File: src/rtl/usb_rx_unencode_pkg.sv
// Shared constants and types for the USB receive-side decoder.
//   SYNC_PATTERN : decoded SYNC byte, LSB received first
//   STUFF_LIMIT  : run of decoded 1s after which a stuff bit follows
//   rx_state_t   : decoder state machine encoding
package usb_rx_pkg;

   localparam logic [7:0] SYNC_PATTERN = 8'h80;
   localparam logic [2:0] STUFF_LIMIT  = 3'd6;

   typedef enum logic [1:0] {
      IDLE,
      SYNC,
      DATA,
      DROP
   } rx_state_t;

endpackage

File: src/rtl/usb_rx_unencode_if.sv
// Line-side inputs and parser-side outputs of the USB receive decoder.
//   master : DP/DM reader / bench side (drives bstr, bstr_ready, done)
//   slave  : decoder side (drives the byte stream, strobes and status)
interface usb_rx_unencode_if;

   logic       bstr;
   logic       bstr_ready;
   logic       done;
   logic [7:0] byte_out;
   logic       byte_valid;
   logic       pkt_start;
   logic       pkt_end;
   logic [6:0] byte_count;
   logic       align_err;
   logic       sync_err;
   logic       stuff_err;

   modport master (
      output bstr, bstr_ready, done,
      input  byte_out, byte_valid, pkt_start, pkt_end,
      input  byte_count, align_err, sync_err, stuff_err
   );

   modport slave (
      input  bstr, bstr_ready, done,
      output byte_out, byte_valid, pkt_start, pkt_end,
      output byte_count, align_err, sync_err, stuff_err
   );

endinterface

File: src/rtl/usb_rx_unencode_unstuff.sv
// Two-deep line delay, NRZI decode and bit unstuffing.
//   clk, rst_b  : clock, async active-low reset
//   start       : first sample of a packet; restarts the delay line
//   sample      : line level
//   sample_vld  : sample holds a packet sample
//   flush       : end of packet, discards the two held samples (SE0)
//   rx_bit      : decoded bit being committed
//   bit_valid   : rx_bit is a payload/SYNC bit (stuff bits suppressed)
//   stuff_viol  : a 1 arrived where a stuff bit was required
module rx_unstuff
   import usb_rx_pkg::*;
(
   input  logic clk,
   input  logic rst_b,
   input  logic start,
   input  logic sample,
   input  logic sample_vld,
   input  logic flush,
   output logic rx_bit,
   output logic bit_valid,
   output logic stuff_viol
);

   logic [1:0] dly;
   logic [1:0] dly_vld;
   logic       prev_level;
   logic [2:0] ones_cnt;
   logic       commit;
   logic       decoded;
   logic       is_stuff;

   // The oldest sample is only committed when a newer one pushes it out,
   // which keeps the two trailing SE0 samples from ever being decoded.
   assign commit     = sample_vld & dly_vld[1] & ~start;
   assign decoded    = (dly[1] == prev_level);
   assign is_stuff   = (ones_cnt == STUFF_LIMIT);
   assign rx_bit     = decoded;
   assign bit_valid  = commit & ~is_stuff;
   assign stuff_viol = commit & is_stuff & decoded;

   always_ff @(posedge clk or negedge rst_b) begin
      if (!rst_b) begin
         dly        <= 2'b00;
         dly_vld    <= 2'b00;
         prev_level <= 1'b1;
         ones_cnt   <= 3'd0;
      end else if (start) begin
         dly        <= {1'b0, sample};
         dly_vld    <= 2'b01;
         prev_level <= 1'b1;
         ones_cnt   <= 3'd0;
      end else begin
         if (flush) begin
            dly_vld <= 2'b00;
         end else if (sample_vld) begin
            dly     <= {dly[0], sample};
            dly_vld <= {dly_vld[0], 1'b1};
         end
         // Dropped stuff bits still advance the NRZI reference level.
         if (commit) begin
            prev_level <= dly[1];
            if (!decoded || is_stuff)
               ones_cnt <= 3'd0;
            else
               ones_cnt <= ones_cnt + 3'd1;
         end
      end
   end

endmodule

File: src/rtl/usb_rx_unencode.sv
// USB receive decoder: SYNC check, payload deserialisation (LSB first),
// packet boundary and error reporting downstream of the DP/DM reader.
//   MAX_BYTES : byte_count saturation value
//   clk       : one line bit per cycle
//   rst_b     : async active-low reset
//   rx        : slave side of usb_rx_unencode_if (line in, bytes/status out)
//
// state | meaning
// IDLE  | waiting for the first packet sample
// SYNC  | collecting the 8 SYNC bits
// DATA  | assembling payload bytes until EOP
// DROP  | packet rejected, waiting for EOP or abort
module usb_rx_unencode
   import usb_rx_pkg::*;
#(
   parameter int MAX_BYTES = 16
) (
   input  logic             clk,
   input  logic             rst_b,
   usb_rx_unencode_if.slave rx
);

   localparam logic [6:0] MAX_CNT = 7'(MAX_BYTES);

   rx_state_t  state;
   logic [2:0] bit_idx;
   logic [7:0] shreg;
   logic [7:0] sh_next;
   logic [2:0] idx_next;
   logic       start;
   logic       rx_bit;
   logic       bit_valid;
   logic       stuff_viol;

   logic [7:0] byte_out_q;
   logic [6:0] byte_count_q;
   logic       byte_valid_q, pkt_start_q, pkt_end_q;
   logic       align_err_q, sync_err_q, stuff_err_q;

   assign start    = (state == IDLE) & rx.bstr_ready;
   assign sh_next  = {rx_bit, shreg[7:1]};
   assign idx_next = bit_idx + {2'b00, bit_valid};

   rx_unstuff u_unstuff (
      .clk        (clk),
      .rst_b      (rst_b),
      .start      (start),
      .sample     (rx.bstr),
      .sample_vld (rx.bstr_ready),
      .flush      (rx.done),
      .rx_bit     (rx_bit),
      .bit_valid  (bit_valid),
      .stuff_viol (stuff_viol)
   );

   always_ff @(posedge clk or negedge rst_b) begin
      if (!rst_b) begin
         state        <= IDLE;
         bit_idx      <= 3'd0;
         shreg        <= 8'h00;
         byte_out_q   <= 8'h00;
         byte_count_q <= 7'd0;
         byte_valid_q <= 1'b0;
         pkt_start_q  <= 1'b0;
         pkt_end_q    <= 1'b0;
         align_err_q  <= 1'b0;
         sync_err_q   <= 1'b0;
         stuff_err_q  <= 1'b0;
      end else begin
         byte_valid_q <= 1'b0;
         pkt_start_q  <= 1'b0;
         pkt_end_q    <= 1'b0;
         sync_err_q   <= 1'b0;
         stuff_err_q  <= 1'b0;
         case (state)
            IDLE: begin
               if (rx.bstr_ready) begin
                  state   <= SYNC;
                  bit_idx <= 3'd0;
               end
            end
            SYNC: begin
               if (rx.done) begin
                  sync_err_q <= 1'b1;
                  state      <= IDLE;
               end else if (!rx.bstr_ready) begin
                  state <= IDLE;
               end else if (stuff_viol) begin
                  // Seven 1s can never be a valid SYNC.
                  sync_err_q <= 1'b1;
                  state      <= DROP;
               end else if (bit_valid) begin
                  shreg   <= sh_next;
                  bit_idx <= idx_next;
                  if (bit_idx == 3'd7) begin
                     if (sh_next == SYNC_PATTERN) begin
                        pkt_start_q  <= 1'b1;
                        byte_count_q <= 7'd0;
                        align_err_q  <= 1'b0;
                        state        <= DATA;
                     end else begin
                        sync_err_q <= 1'b1;
                        state      <= DROP;
                     end
                  end
               end
            end
            DATA: begin
               if (bit_valid) begin
                  shreg   <= sh_next;
                  bit_idx <= idx_next;
                  if (bit_idx == 3'd7) begin
                     byte_out_q   <= sh_next;
                     byte_valid_q <= 1'b1;
                     if (byte_count_q != MAX_CNT)
                        byte_count_q <= byte_count_q + 7'd1;
                  end
               end
               // A byte finishing alongside done is counted before pkt_end.
               if (stuff_viol) begin
                  stuff_err_q <= 1'b1;
                  state       <= DROP;
               end else if (rx.done) begin
                  pkt_end_q   <= 1'b1;
                  align_err_q <= (idx_next != 3'd0);
                  state       <= IDLE;
               end else if (!rx.bstr_ready) begin
                  state <= IDLE;
               end
            end
            DROP: begin
               if (rx.done || !rx.bstr_ready)
                  state <= IDLE;
            end
            default: state <= IDLE;
         endcase
      end
   end

   assign rx.byte_out   = byte_out_q;
   assign rx.byte_valid = byte_valid_q;
   assign rx.pkt_start  = pkt_start_q;
   assign rx.pkt_end    = pkt_end_q;
   assign rx.byte_count = byte_count_q;
   assign rx.align_err  = align_err_q;
   assign rx.sync_err   = sync_err_q;
   assign rx.stuff_err  = stuff_err_q;

endmodule

File: src/flat_wrapper.sv
// flat-port wrapper written by rule: the top's interface ports become plain ports
module usb_rx_unencode_flat import usb_rx_pkg::*;
#(
   parameter int MAX_BYTES = 16
)
  (clk, rst_b, rx_bstr, rx_bstr_ready, rx_done, rx_byte_out, rx_byte_valid, rx_pkt_start, rx_pkt_end, rx_byte_count, rx_align_err, rx_sync_err, rx_stuff_err);
  usb_rx_unencode_if rx_i ();
  input  logic clk;
  input  logic rst_b;
  input wire logic [$bits(rx_i.bstr)-1:0] rx_bstr;
  input wire logic [$bits(rx_i.bstr_ready)-1:0] rx_bstr_ready;
  input wire logic [$bits(rx_i.done)-1:0] rx_done;
  output wire logic [$bits(rx_i.byte_out)-1:0] rx_byte_out;
  output wire logic [$bits(rx_i.byte_valid)-1:0] rx_byte_valid;
  output wire logic [$bits(rx_i.pkt_start)-1:0] rx_pkt_start;
  output wire logic [$bits(rx_i.pkt_end)-1:0] rx_pkt_end;
  output wire logic [$bits(rx_i.byte_count)-1:0] rx_byte_count;
  output wire logic [$bits(rx_i.align_err)-1:0] rx_align_err;
  output wire logic [$bits(rx_i.sync_err)-1:0] rx_sync_err;
  output wire logic [$bits(rx_i.stuff_err)-1:0] rx_stuff_err;
  assign rx_i.bstr = rx_bstr;
  assign rx_i.bstr_ready = rx_bstr_ready;
  assign rx_i.done = rx_done;
  assign rx_byte_out = rx_i.byte_out;
  assign rx_byte_valid = rx_i.byte_valid;
  assign rx_pkt_start = rx_i.pkt_start;
  assign rx_pkt_end = rx_i.pkt_end;
  assign rx_byte_count = rx_i.byte_count;
  assign rx_align_err = rx_i.align_err;
  assign rx_sync_err = rx_i.sync_err;
  assign rx_stuff_err = rx_i.stuff_err;
  usb_rx_unencode #(.MAX_BYTES(MAX_BYTES)) u_core (.clk(clk), .rst_b(rst_b), .rx(rx_i));
endmodule
File: config.mk
export PLATFORM = sky130hd
export DESIGN_NAME = usb_rx_unencode_flat
export DESIGN_NICKNAME = d
export VERILOG_FILES = /design/src/rtl/usb_rx_unencode_pkg.sv /design/src/rtl/usb_rx_unencode_if.sv /design/src/rtl/usb_rx_unencode_unstuff.sv /design/src/rtl/usb_rx_unencode.sv /design/src/flat_wrapper.sv
export SDC_FILE = /design/constraint.sdc
export NUM_CORES = 1
export LEC_CHECK = 0
export BUFFER_PORTS_ARGS = -buffer_cell sky130_fd_sc_hd__buf_2
export CAP_MARGIN = 20
export CORE_MARGIN = 2
export CORE_UTILIZATION = 57
export CTS_CLUSTER_SIZE = 8
export DETAILED_ROUTE_END_ITERATION = 12
export GPL_TIMING_DRIVEN = 0
export PLACE_DENSITY = 0.81
export SLEW_MARGIN = 30
export SYNTH_ARGS = -nofsm -noshare
export SYNTH_HDL_FRONTEND = slang
export SYNTH_HIERARCHICAL = 1
export SYNTH_SLANG_ARGS = --single-unit
File: constraint.sdc
create_clock -name clk -period 4.23 [get_ports clk]
set_clock_uncertainty 0.2 [all_clocks]
set_input_delay 0.846 -clock clk [delete_from_list [all_inputs] [get_ports clk]]
set_output_delay 0.846 -clock clk [all_outputs]
set_load 0.05 [all_outputs]
# Word level (Yosys, flattened, before mapping)
# Cells that the tools add are included.
# totals
output_inout_bits,21
elab_cells,144
regBits,42
inputBits,5
# op_classes
n_reduce_logical,18
bitwise,8
n_eq_ne,25
n_addsub,3
n_mux,75
# op_table
cell,n
2-to-1 mux 7 bit,9
2-to-1 mux 1 bit,33
2-to-1 mux 2 bit,16
2-to-1 mux 8 bit,4
2-to-1 mux 3 bit,8
"inequality test 2 x 1 -> 1 bit, second input constant",8
one-hot mux 8 bit (2 select lines),1
one-hot mux 7 bit (2 select lines),1
"inequality test 2 bit, second input constant",6
"inequality test 5 x 3 -> 1 bit, second input constant",2
AND reduction 10 bit,1
AND reduction 5 bit,2
one-hot mux 3 bit (3 select lines),1
AND reduction 9 bit,1
nonzero test 3 bit,3
"== test 8 bit, second input constant",1
one-hot mux 2 bit (4 select lines),1
"adder 7 x 1 -> 7 bit, second input constant",1
"inequality test 7 x 5 -> 1 bit, second input constant",1
AND 1 bit,6
"== test 3 bit, second input constant",2
nonzero test 2 bit,3
"== test 2 bit, second input constant",2
"inequality test 4 x 3 -> 1 bit, second input constant",1
other kinds (12),15

# Depth between registers and ports, before layout
# Gate-level depths: netlist of the first run.
# logic_depth
word_depth,11
mapped_depth,10
depth_no_buf,9

# Cells and area by module
# The synthesis of the first run kept the hierarchy.
# modules_own_cells
mod,n_inst,seq_area_each_um2,cells_each,area_each_um2
usb_rx_unencode,1,825.8,149,1711.6
rx_unstuff,1,201.4,42,417.9

# Worst setup path after synthesis of the first run
# No wires, ideal clock.
# synth_timing
path_kind,input port to flip-flop
from,input port rx_bstr_ready
to,register u_core.shreg[2]
path_buffers,2
setup_time_ns,0.125
cell_stages,6
path_slack_ns,1.118
required_time_ns,3.905
arrival_time_ns,2.787
path_cell_list,and2_1 buf_2 nor4_1 o31a_1 buf_1 mux2_2
# synth_via
elab_cells_between_ends,15
cone_classes,eq/ne: 2; mux: 5; bitwise: 7; reduce/logical: 1
# synth_lines
item,line,source
from (decl),flat_wrapper.sv:11,input wire logic [$bits(rx_i.bstr_ready)-1:0] rx_bstr_ready;
AND 1 bit,usb_rx_unencode.sv:40,assign start = (state == IDLE) & rx.bstr_ready;
inverter 1 bit,usb_rx_unencode_unstuff.sv:34,assign commit = sample_vld & dly_vld[1] & ~start;
AND 1 bit (*),usb_rx_unencode_unstuff.sv:34,
AND 1 bit (*) (2 in a row),usb_rx_unencode_unstuff.sv:39,assign stuff_viol = commit & is_stuff & decoded;
net u_core.stuff_viol,usb_rx_unencode.sv:33,logic stuff_viol;
inequality test 2 bit (no source line) (*),--,
AND reduction 4 bit (no source line) (*),--,
to (signal assigned),usb_rx_unencode.sv:93,shreg <= sh_next;
to (signal assigned),usb_rx_unencode.sv:110,shreg <= sh_next;
to (decl),usb_rx_unencode.sv:27,logic [7:0] shreg;
# Mark *: on every way through the listed nets, which the timed path passes. The rest lies on a longest branch. The select of a mux whose other input is x is not followed.
# A chain may end at the register's enable or synchronous reset.

# Worst setup path in the final report of the first run
# layout_timing
from,register u_core.state[1]
to,register u_core.byte_count_q[2] (netlist: u_core/rx.byte_count[2])
# layout_via
elab_cells_between_ends,21
cone_classes,eq/ne: 11; mux: 1; bitwise: 6; reduce/logical: 3
# layout_lines
item,line,source
from (decl),usb_rx_unencode.sv:25,rx_state_t state;
from (signal assigned),usb_rx_unencode.sv:58,state <= IDLE;
from (signal assigned),usb_rx_unencode.sv:78,state <= SYNC;
from (signal assigned),usb_rx_unencode.sv:85,state <= IDLE;
logical NOT 2 bit (*),usb_rx_unencode.sv:40,
AND 1 bit (*),usb_rx_unencode.sv:40,
net u_core.start,usb_rx_unencode.sv:30,logic start;
inverter 1 bit (*),usb_rx_unencode_unstuff.sv:34,
AND 1 bit (*),usb_rx_unencode_unstuff.sv:34,
AND 1 bit (*),usb_rx_unencode_unstuff.sv:38,assign bit_valid = commit & ~is_stuff;
net u_core.bit_valid,usb_rx_unencode.sv:32,logic bit_valid;
inequality test 2 x 1 -> 1 bit (no source line),--,
AND reduction 10 bit (no source line) (*),--,
to (signal assigned),usb_rx_unencode.sv:116,byte_count_q <= byte_count_q + 7'd1;
to (decl),usb_rx_unencode.sv:36,logic [6:0] byte_count_q;
# Mark *: on every way through the listed nets, which the timed path passes. The rest lies on a longest branch.

==> metrics.txt, run 1 <==
vias in the first global route=1478; Yosys Warn Count=6; Worst setup SP type=flop; CTS Buf Count=5; clk buf depth=2; Post-synth ARST share=100%; main flop type after synthesis=dfrtp_1; Fin Setup TNS=0 ps; fmax=0.292 GHz; largest net degree at the start of global routing=42; Max Slew Vio Count=0; RSZ-0062 raised after global routing=false; Iter 0 DRT Violations=49; final wirelength=4.18 mm; diode count=0; Area Overhead vs Synth=14.5%; R2R setup slack=810 ps; Worst R2R Path Depth=10; total power draw=1380 uW; Worst setup EP type=flop; Die Y=65.1 um; DR WL/cell=15.4 um; fin nets=239; Slew @ Worst Pin=793 ps; top cells by instance count after synthesis=dfrtp_1, mux2_2, nand2_1; top cells by area, synth=dfrtp_1, mux2_2, ha_1, nand2_1, nand3b_1; most frequent CP cell=inv_1; Cell Area, Synth=2130 um2; Setup Fix Bufs, Post-CTS=0; sequential-to-total area share from yosys stat=48.2%; WP data arrival=3400 ps; Yosys top cell area share=47.0%; worst r2r src=u_core/state[1]$_DFFE_PN0P_; Max VDD drop=0.267 mV; max incr delay on CP=680 ps; detailed-route DRC error count=0; Fin. Hold Viols=0; Port Buffers=25; PostCTS Resize Cnt=0; FP Rows=22; Initial Util=58.6%; Hold Startpoint=u_core/u_unstuff/prev_level$_DFFE_PN1P_; CTS sink count=41; post-route clock period utilization=81.0%; fin area=2440 um2; final setup fails=0; Hold Crit Class=reg2reg; detailed-placement wirelength estimate=2.80 mm; cell area power density=566 nW/um2; final core utilization=67.1%; Final min period=3420 ps; max_slew headroom=47.0%; top cell type by total area after synthesis=dfrtp_1; Worst Hold End=u_core/u_unstuff/prev_level$_DFFE_PN1P_; Reg2Reg Capture Point=u_core/rx.byte_count[2]$_DFFE_PN0P_; Clock transition at path regs=90 ps; Placer Congestion=0.835; leakage power=0.00119 uW; count leader, synth=dfrtp_1; core area=3630 um2; GRT overflow=0; CTS tree=yes; Netlist cell types=47; CP delay by family, top=simple AND/OR/NAND/NOR gates; vias per cell=5.83; Area after DPL=2320 um2; Post-synth EDFFs=0; Total Die Area=4240 um2; critical path's slowest cell=nor3b_1; Total Routing Usage GR=21.6%; Seq cells post-synth=41; htree depth=2; CP cell instances=inv_1, ha_1, and2_1, buf_2, nor3b_1, inv_1, o31a_1, buf_1, o31ai_1, o211ai_2; first-pass GRT wire length=6.96 mm; CP bufs+invs=4; initial antenna violation count=0; Clk Latency, worst-skew pair=300 ps; Hold Path Depth=2; Crit path required time=4210 ps; Mapped Avg Cell Area=11.1 um2; DR pass1 iterations=4; Post-Syn Nets=207; remaining antenna violation count=0; DR vias=1587; worst-path fanout max=10; share of layout cells above drive strength 1=27.7%; kind of critical path=reg2reg; max cap viols=0; CTS Root Cell=clkbuf_8; die width=65.1 um; status=finished, final reports clean; hold buffer count at CTS=0; I/O pin cnt=26; Mapped Cells=191
metal layers:
layer  routed length [um]  track usage (%)  share of wire, %
met2                 2020             34.8                48
met3                  122             3.08               2.9
met5                    0                0                 0
met4                   53             9.11               1.3
met1                 1990             29.6                47
worst max-delay path by stage:
stage                                            from  cells past startpoint                                   to  slack, ps
after floorplan                         rx_bstr_ready                      6          u_core/shreg[2]$_DFFE_PN0P_       1120
after global placement                  rx_bstr_ready                      7          u_core/shreg[2]$_DFFE_PN0P_        410
after CTS                 u_core/state[1]$_DFFE_PN0P_                     10  u_core/rx.byte_count[2]$_DFFE_PN0P_        800
after global routing      u_core/state[1]$_DFFE_PN0P_                     10  u_core/rx.byte_count[6]$_DFFE_PN0P_        580
final                     u_core/state[1]$_DFFE_PN0P_                     10  u_core/rx.byte_count[2]$_DFFE_PN0P_        810
after detailed placement                rx_bstr_ready                      9  u_core/rx.byte_count[2]$_DFFE_PN0P_        520
worst register-to-register path, delay by kind of cell, from the launching register on:
| kind | cells | cell delay, ps |
|---|---|---|
| AND/OR/NAND/NOR | 2 | 850 |
| buffers and inverters | 4 | 750 |
| adder cells (fa/ha/maj) | 1 | 220 |
| flip-flops | 1 | 420 |
| AO/OA/AOI/OAI | 3 | 860 |
cells in the final DEF (no fill, tap or decap), types with 2 or more instances in the layout:
cell type / netlist / final
inv_1: 14 / 14
ha_1: 11 / 11
nor2b_1: 3 / 3
nor2_1: 7 / 7
o31ai_1: 5 / 5
mux2i_1: 5 / 5
a31oi_1: 3 / 3
a21oi_1: 3 / 3
clkbuf_8: 0 / 5
o21ai_0: 6 / 6
and3_1: 5 / 5
clkbuf_1: 3 / 3
o221ai_1: 3 / 3
mux2_2: 18 / 18
nand2_1: 18 / 18
buf_2: 1 / 25
dfrtp_1: 40 / 40
nor3_1: 3 / 3
nand2b_1: 2 / 2
nand3b_1: 8 / 8
nand3_1: 4 / 4
o221ai_2: 2 / 2
metrics by stage:
step | setup WS [ps] | hold slack [ps] | instances
2_1_floorplan | 1120 | 270 | 191
3_3_place_gp | 412 | 285 | 264
3_5_place_dp | 523 | 290 | 264
4_1_cts | 801 | 304 | 272
5_1_grt | 576 | 317 | 272
6_report | 805 | 300 | 272
where the power goes:
| part | switching (uW) | internal [uW] | leakage [uW] |
|---|---|---|---|
| Combinational | 354 | 178 | 0.000611 |
| Clock | 140 | 177 | 0.0000543 |
| Sequential | 69.3 | 462 | 0.000528 |
| Total | 564 | 816 | 0.00119 |
kinds of logic (layout without fill, tap and decap cells):
kind of cell,count (synthesis),in the layout,share of synthesized area (%)
muxes,23,23,11.9
AOI/OAI and AO/OA,32,32,11.6
and+or+nand+nor,63,63,17.5
DFF,41,41,48.2
adders and majority gates,11,11,6.46
xor gates and xnor gates,1,1,0.411
buffers and inverters,20,53,3.94
state kept, by name, indices dropped and copies added (netlist names), 2 cells and up:
| signal | cells |
|---|---|
| u_core/bit_idx | 3 |
| u_core/rx.byte_count | 7 |
| u_core/rx.byte_out | 8 |
| u_core/shreg | 7 |
| u_core/state | 2 |
| u_core/u_unstuff/dly | 2 |
| u_core/u_unstuff/dly_vld | 2 |
| u_core/u_unstuff/ones_cnt | 3 |
area by class of cell:
class                      instances  area, um2
tap                               48       60.1
multi-input combinational        130       1020
sequential                        41       1030
clock buffer                       5       68.8
clock inverter                     3       46.3
fill                             300       1190
timing repair buffer              25        128
inverter                          14       52.6
buffer                             6       31.3
(Power assumes the default switching activity.)
==> run 2: changes to the inputs <==
clock period = 3.5 ns   (was 4.23 ns; I/O delays follow)
==> metrics.txt, run 2 (synthesized netlist as in run 1, its figures left out) <==
Fin Setup TNS=0 ps; initial antenna violation count=0; Worst setup EP type=flop; worst-path fanout max=10; CTS Root Cell=clkbuf_8; Slew @ Worst Pin=701 ps; status=finished, final reports clean; critical path's slowest cell=nor3b_2; DR vias=1577; Crit path required time=3480 ps; DR pass1 iterations=4; Initial Util=58.6%; fmax=0.316 GHz; Largest register FFs=8; Area after DPL=2320 um2; DR WL/cell=15.4 um; wl on met1=1.99 mm; I/O pin cnt=26; final setup fails=0; max incr delay on CP=460 ps; remaining antenna violation count=0; Max VDD drop=0.323 mV; Iter 0 DRT Violations=51; Total Die Area=4240 um2; WP data arrival=3140 ps; worst r2r src=u_core/state[1]$_DFFE_PN0P_; fin area=2450 um2; Worst Setup SP=u_core/state[1]$_DFFE_PN0P_; detailed-route DRC error count=0; Clock transition at path regs=90 ps; CP cell instances=inv_1, ha_1, and2_1, buf_2, nor3b_2, inv_1, o31a_1, buf_1, o31ai_1, o211ai_2; largest net degree at the start of global routing=42; Fin. Hold Viols=0; total power draw=1680 uW; max_slew headroom=53.0%; htree depth=2; Port Buffers=25; CTS tree=yes; CTS Buf Count=5; fin nets=239; Reg2Reg Capture Point=u_core/rx.byte_count[2]$_DFFE_PN0P_; cell area power density=684 nW/um2; die width=65.1 um; max layer used=met4; share of layout cells above drive strength 1=28.1%; leakage power=0.00120 uW; Max Slew Vio Count=0; Clk Latency, worst-skew pair=300 ps; met2 wire length=2.01 mm; Worst R2R Path Depth=10; commonest cells after routing, fill and taps aside=dfrtp_1, buf_2, nand2_1, mux2_2, inv_1; vias per cell=5.80; most frequent CP cell=inv_1; R2R setup slack=330 ps; vias in the first global route=1478; met3 routed wirelength=136 um; Hold Crit Class=in2async; Placer Congestion=0.835; max cap viols=0; Total Routing Usage GR=21.6%; final wirelength=4.19 mm; kind of critical path=reg2reg; core area=3630 um2; most common cell after layout, fill and taps aside=dfrtp_1; Critical path destination=u_core/rx.byte_count[2]$_DFFE_PN0P_; clk buf depth=2; detailed-placement wirelength estimate=2.80 mm; first-pass GRT wire length=6.96 mm; Worst setup SP type=flop; Area Overhead vs Synth=15.2%; CTS sink count=41; GRT overflow=0; post-route clock period utilization=90.5%; Final min period=3170 ps; Die Y=65.1 um; FP Rows=22; RSZ-0062 raised after global routing=false; diode count=0; Fill cells=299
-- run 2: critical path, delay by kind of cell, from the launching register on --
kind / cells / cell delay [ps]
AND/OR/NAND/NOR: 2 / 630
buffers and inverters: 4 / 730
flip-flops: 1 / 420
AO/OA/AOI/OAI: 3 / 840
adder cells (fa/ha/maj): 1 / 220
-- run 2: worst min path at each step --
stage | from | endpoint
5_1_grt | rst_b | u_core/rx.byte_count[5]$_DFFE_PN0P_
2_1_floorplan | rst_b | u_core/bit_idx[0]$_DFFE_PN0P_
3_5_place_dp | u_core/u_unstuff/prev_level$_DFFE_PN1P_ | u_core/u_unstuff/prev_level$_DFFE_PN1P_
4_1_cts | u_core/u_unstuff/prev_level$_DFFE_PN1P_ | u_core/u_unstuff/prev_level$_DFFE_PN1P_
3_3_place_gp | u_core/rx.byte_out[0]$_DFFE_PN0P_ | u_core/rx.byte_out[0]$_DFFE_PN0P_
6_report | rst_b | u_core/rx.byte_count[5]$_DFFE_PN0P_
-- run 2: repair_timing --
action	CTS	global route
hold buffers	0	0
resized for setup	0	2
setup buffers	0	0
endpoints found under the setup margin	0	8
-- run 2: metal layers --
| layer | vias up | track usage [%] |
|---|---|---|
| met3 | 4 | 3.08 |
| met1 | 783 | 29.6 |
| li1 | 756 | - |
| met5 | - | 0 |
| met4 | 0 | 9.11 |
| met2 | 34 | 34.8 |
-- run 2: layout make-up --
cell class                 count  area [um2]  share of cell area [%]
tap                           48        60.1                    2.45
clock inverter                 3        46.3                    1.89
clock buffer                   5        68.8                    2.81
multi-input combinational    130        1040                    42.3
timing repair buffer          25         128                    5.20
buffer                         6        31.3                    1.28
sequential                    41        1030                    41.9
inverter                      14        52.6                    2.14
-- run 2: through the flow --
| step | setup WS, ps | hold WS (ps) | instances | utilization [%] |
|---|---|---|---|---|
| after floorplan | 534 | 204 | 191 | - |
| after global placement | -172 | 285 | 264 | 63.7 |
| after detailed placement | -60.6 | 290 | 264 | 63.9 |
| after CTS | 70.9 | 304 | 272 | 67.0 |
| after global routing | 165 | 204 | 272 | 67.5 |
| final | 333 | 168 | 272 | 67.5 |
-- run 2: power by group --
part	switching, uW	leakage, uW	internal, uW
Sequential	84.2	0.000528	558
Clock	169	0.0000543	213
Combinational	435	0.000616	216
==> run 3: changes to the inputs <==
CORE_UTILIZATION = 58   (was 57)
PLACE_DENSITY = 0.83   (was 0.81)
clock period = 3.9 ns   (was 3.5 ns; I/O delays follow)
==> metrics.txt, run 3 (synthesized netlist as in run 1, its figures left out) <==
status=finished, final reports clean; remaining antenna violation count=0; worst-path fanout max=10; GRT overflow=0; Area Overhead vs Synth=14.6%; Total Routing Usage GR=21.2%; Port Buffers=25; detailed-route DRC error count=0; share of layout cells above drive strength 1=27.2%; CTS sink count=41; vias per cell=5.64; clk buf depth=2; most common cell after layout, fill and taps aside=dfrtp_1; Iter 0 DRT Violations=93; hold buffer count at CTS=0; FP Rows=22; Final min period=3400 ps; Crit path required time=3870 ps; detailed-placement wirelength estimate=2.76 mm; first-pass GRT wire length=6.76 mm; Worst setup SP type=flop; fin nets=239; max_slew headroom=45.6%; final setup fails=0; kind of critical path=reg2reg; DR WL/cell=14.4 um; Max Slew Vio Count=0; cell area power density=614 nW/um2; Die Y=64.6 um; Clock transition at path regs=80 ps; DR vias=1535; leakage power=0.00120 uW; core area=3610 um2; final wirelength=3.91 mm; Max VDD drop=0.437 mV; RSZ-0062 raised after global routing=false; Clk Latency, worst-skew pair=290 ps; Fin. Hold Viols=0; Fill cells=262; fmax=0.294 GHz; vias in the first global route=1427; PostCTS Resize Cnt=0; Initial Util=59.1%; final core utilization=67.7%; Placer Congestion=0.815; Area after DPL=2320 um2; post-route clock period utilization=87.2%; initial antenna violation count=0; die width=64.6 um; CTS tree=yes; Slew @ Worst Pin=814 ps; max cap viols=0; Non-Filler Instances=272; I/O pin cnt=26; R2R setup slack=500 ps; CTS Buf Count=5; commonest cells after routing, fill and taps aside=dfrtp_1, buf_2, nand2_1, mux2_2, inv_1; htree depth=2; Worst setup EP type=flop; Fin Setup TNS=0 ps; largest net degree at the start of global routing=42; diode count=0; Largest register FFs=8; DR pass1 iterations=6; WP data arrival=3370 ps; Total Die Area=4170 um2; fin area=2440 um2; CTS Root Cell=clkbuf_8; Cells after DPL=264; Setup Fix Bufs, Post-CTS=0; Hold Crit Class=in2async
==> run 3: cell types whose count changed in the layout (fill, tap and decap cells not counted), sizes merged <==
cell	previous run	this run
clkbuf	8	10
clkinv	1	0
clkinvlp	1	0
==> run 3: layout make-up <==
| cell class | count | area [um2] | share of cell area [%] |
|---|---|---|---|
| clock inverter | 1 | 30.0 | 1.23 |
| sequential | 41 | 1030 | 42.1 |
| tap | 48 | 60.1 | 2.46 |
| buffer | 6 | 31.3 | 1.28 |
| timing repair buffer | 25 | 128 | 5.23 |
| inverter | 14 | 52.6 | 2.15 |
| multi-input combinational | 130 | 1020 | 42.0 |
| clock buffer | 7 | 86.3 | 3.54 |
==> run 3: per-layer routing <==
layer	vias up	track usage, %	share of wire (%)
met5	-	0	0
met4	0	7.98	2.0
met1	737	29.9	49
met2	37	31.3	44
met3	7	5.90	4.2
li1	754	-	-
==> run 3: through the flow <==
step	total power (uW)	setup slack (ps)	hold WS, ps
after floorplan	1010	854	270
after global placement	1130	94.5	285
after detailed placement	1150	312	293
after CTS	1500	563	305
after global routing	1590	342	297
final	1500	500	253
==> run 3: power breakdown <==
group | internal, uW | switching [uW] | leakage [uW]
Sequential | 501 | 69.8 | 0.000528
Combinational | 192 | 382 | 0.000611
Clock | 209 | 144 | 0.0000585
Total | 901 | 596 | 0.00120
==> run 3: final timing paths <==
kind	startpoint	to	cells past startpoint
max in group asynchronous	rst_b	u_core/u_unstuff/prev_level$_DFFE_PN1P_	1
min	rst_b	u_core/bit_idx[1]$_DFFE_PN0P_	1
min reg2reg	u_core/u_unstuff/prev_level$_DFFE_PN1P_	u_core/u_unstuff/prev_level$_DFFE_PN1P_	2
max	u_core/state[1]$_DFFE_PN0P_	u_core/rx.byte_count[2]$_DFFE_PN0P_	10
min in group clk	u_core/u_unstuff/prev_level$_DFFE_PN1P_	u_core/u_unstuff/prev_level$_DFFE_PN1P_	2
max reg2reg	u_core/state[1]$_DFFE_PN0P_	u_core/rx.byte_count[2]$_DFFE_PN0P_	10
==> run 3: critical path, stage by stage (launching register included) <==
cell and delay, ps:
dfrtp_1 410, inv_1 100, ha_1 210, and2_1 160, buf_2 180, nor3b_1 700, inv_1 170, o31a_1 380
buf_1 270, o31ai_1 370, o211ai_2 130
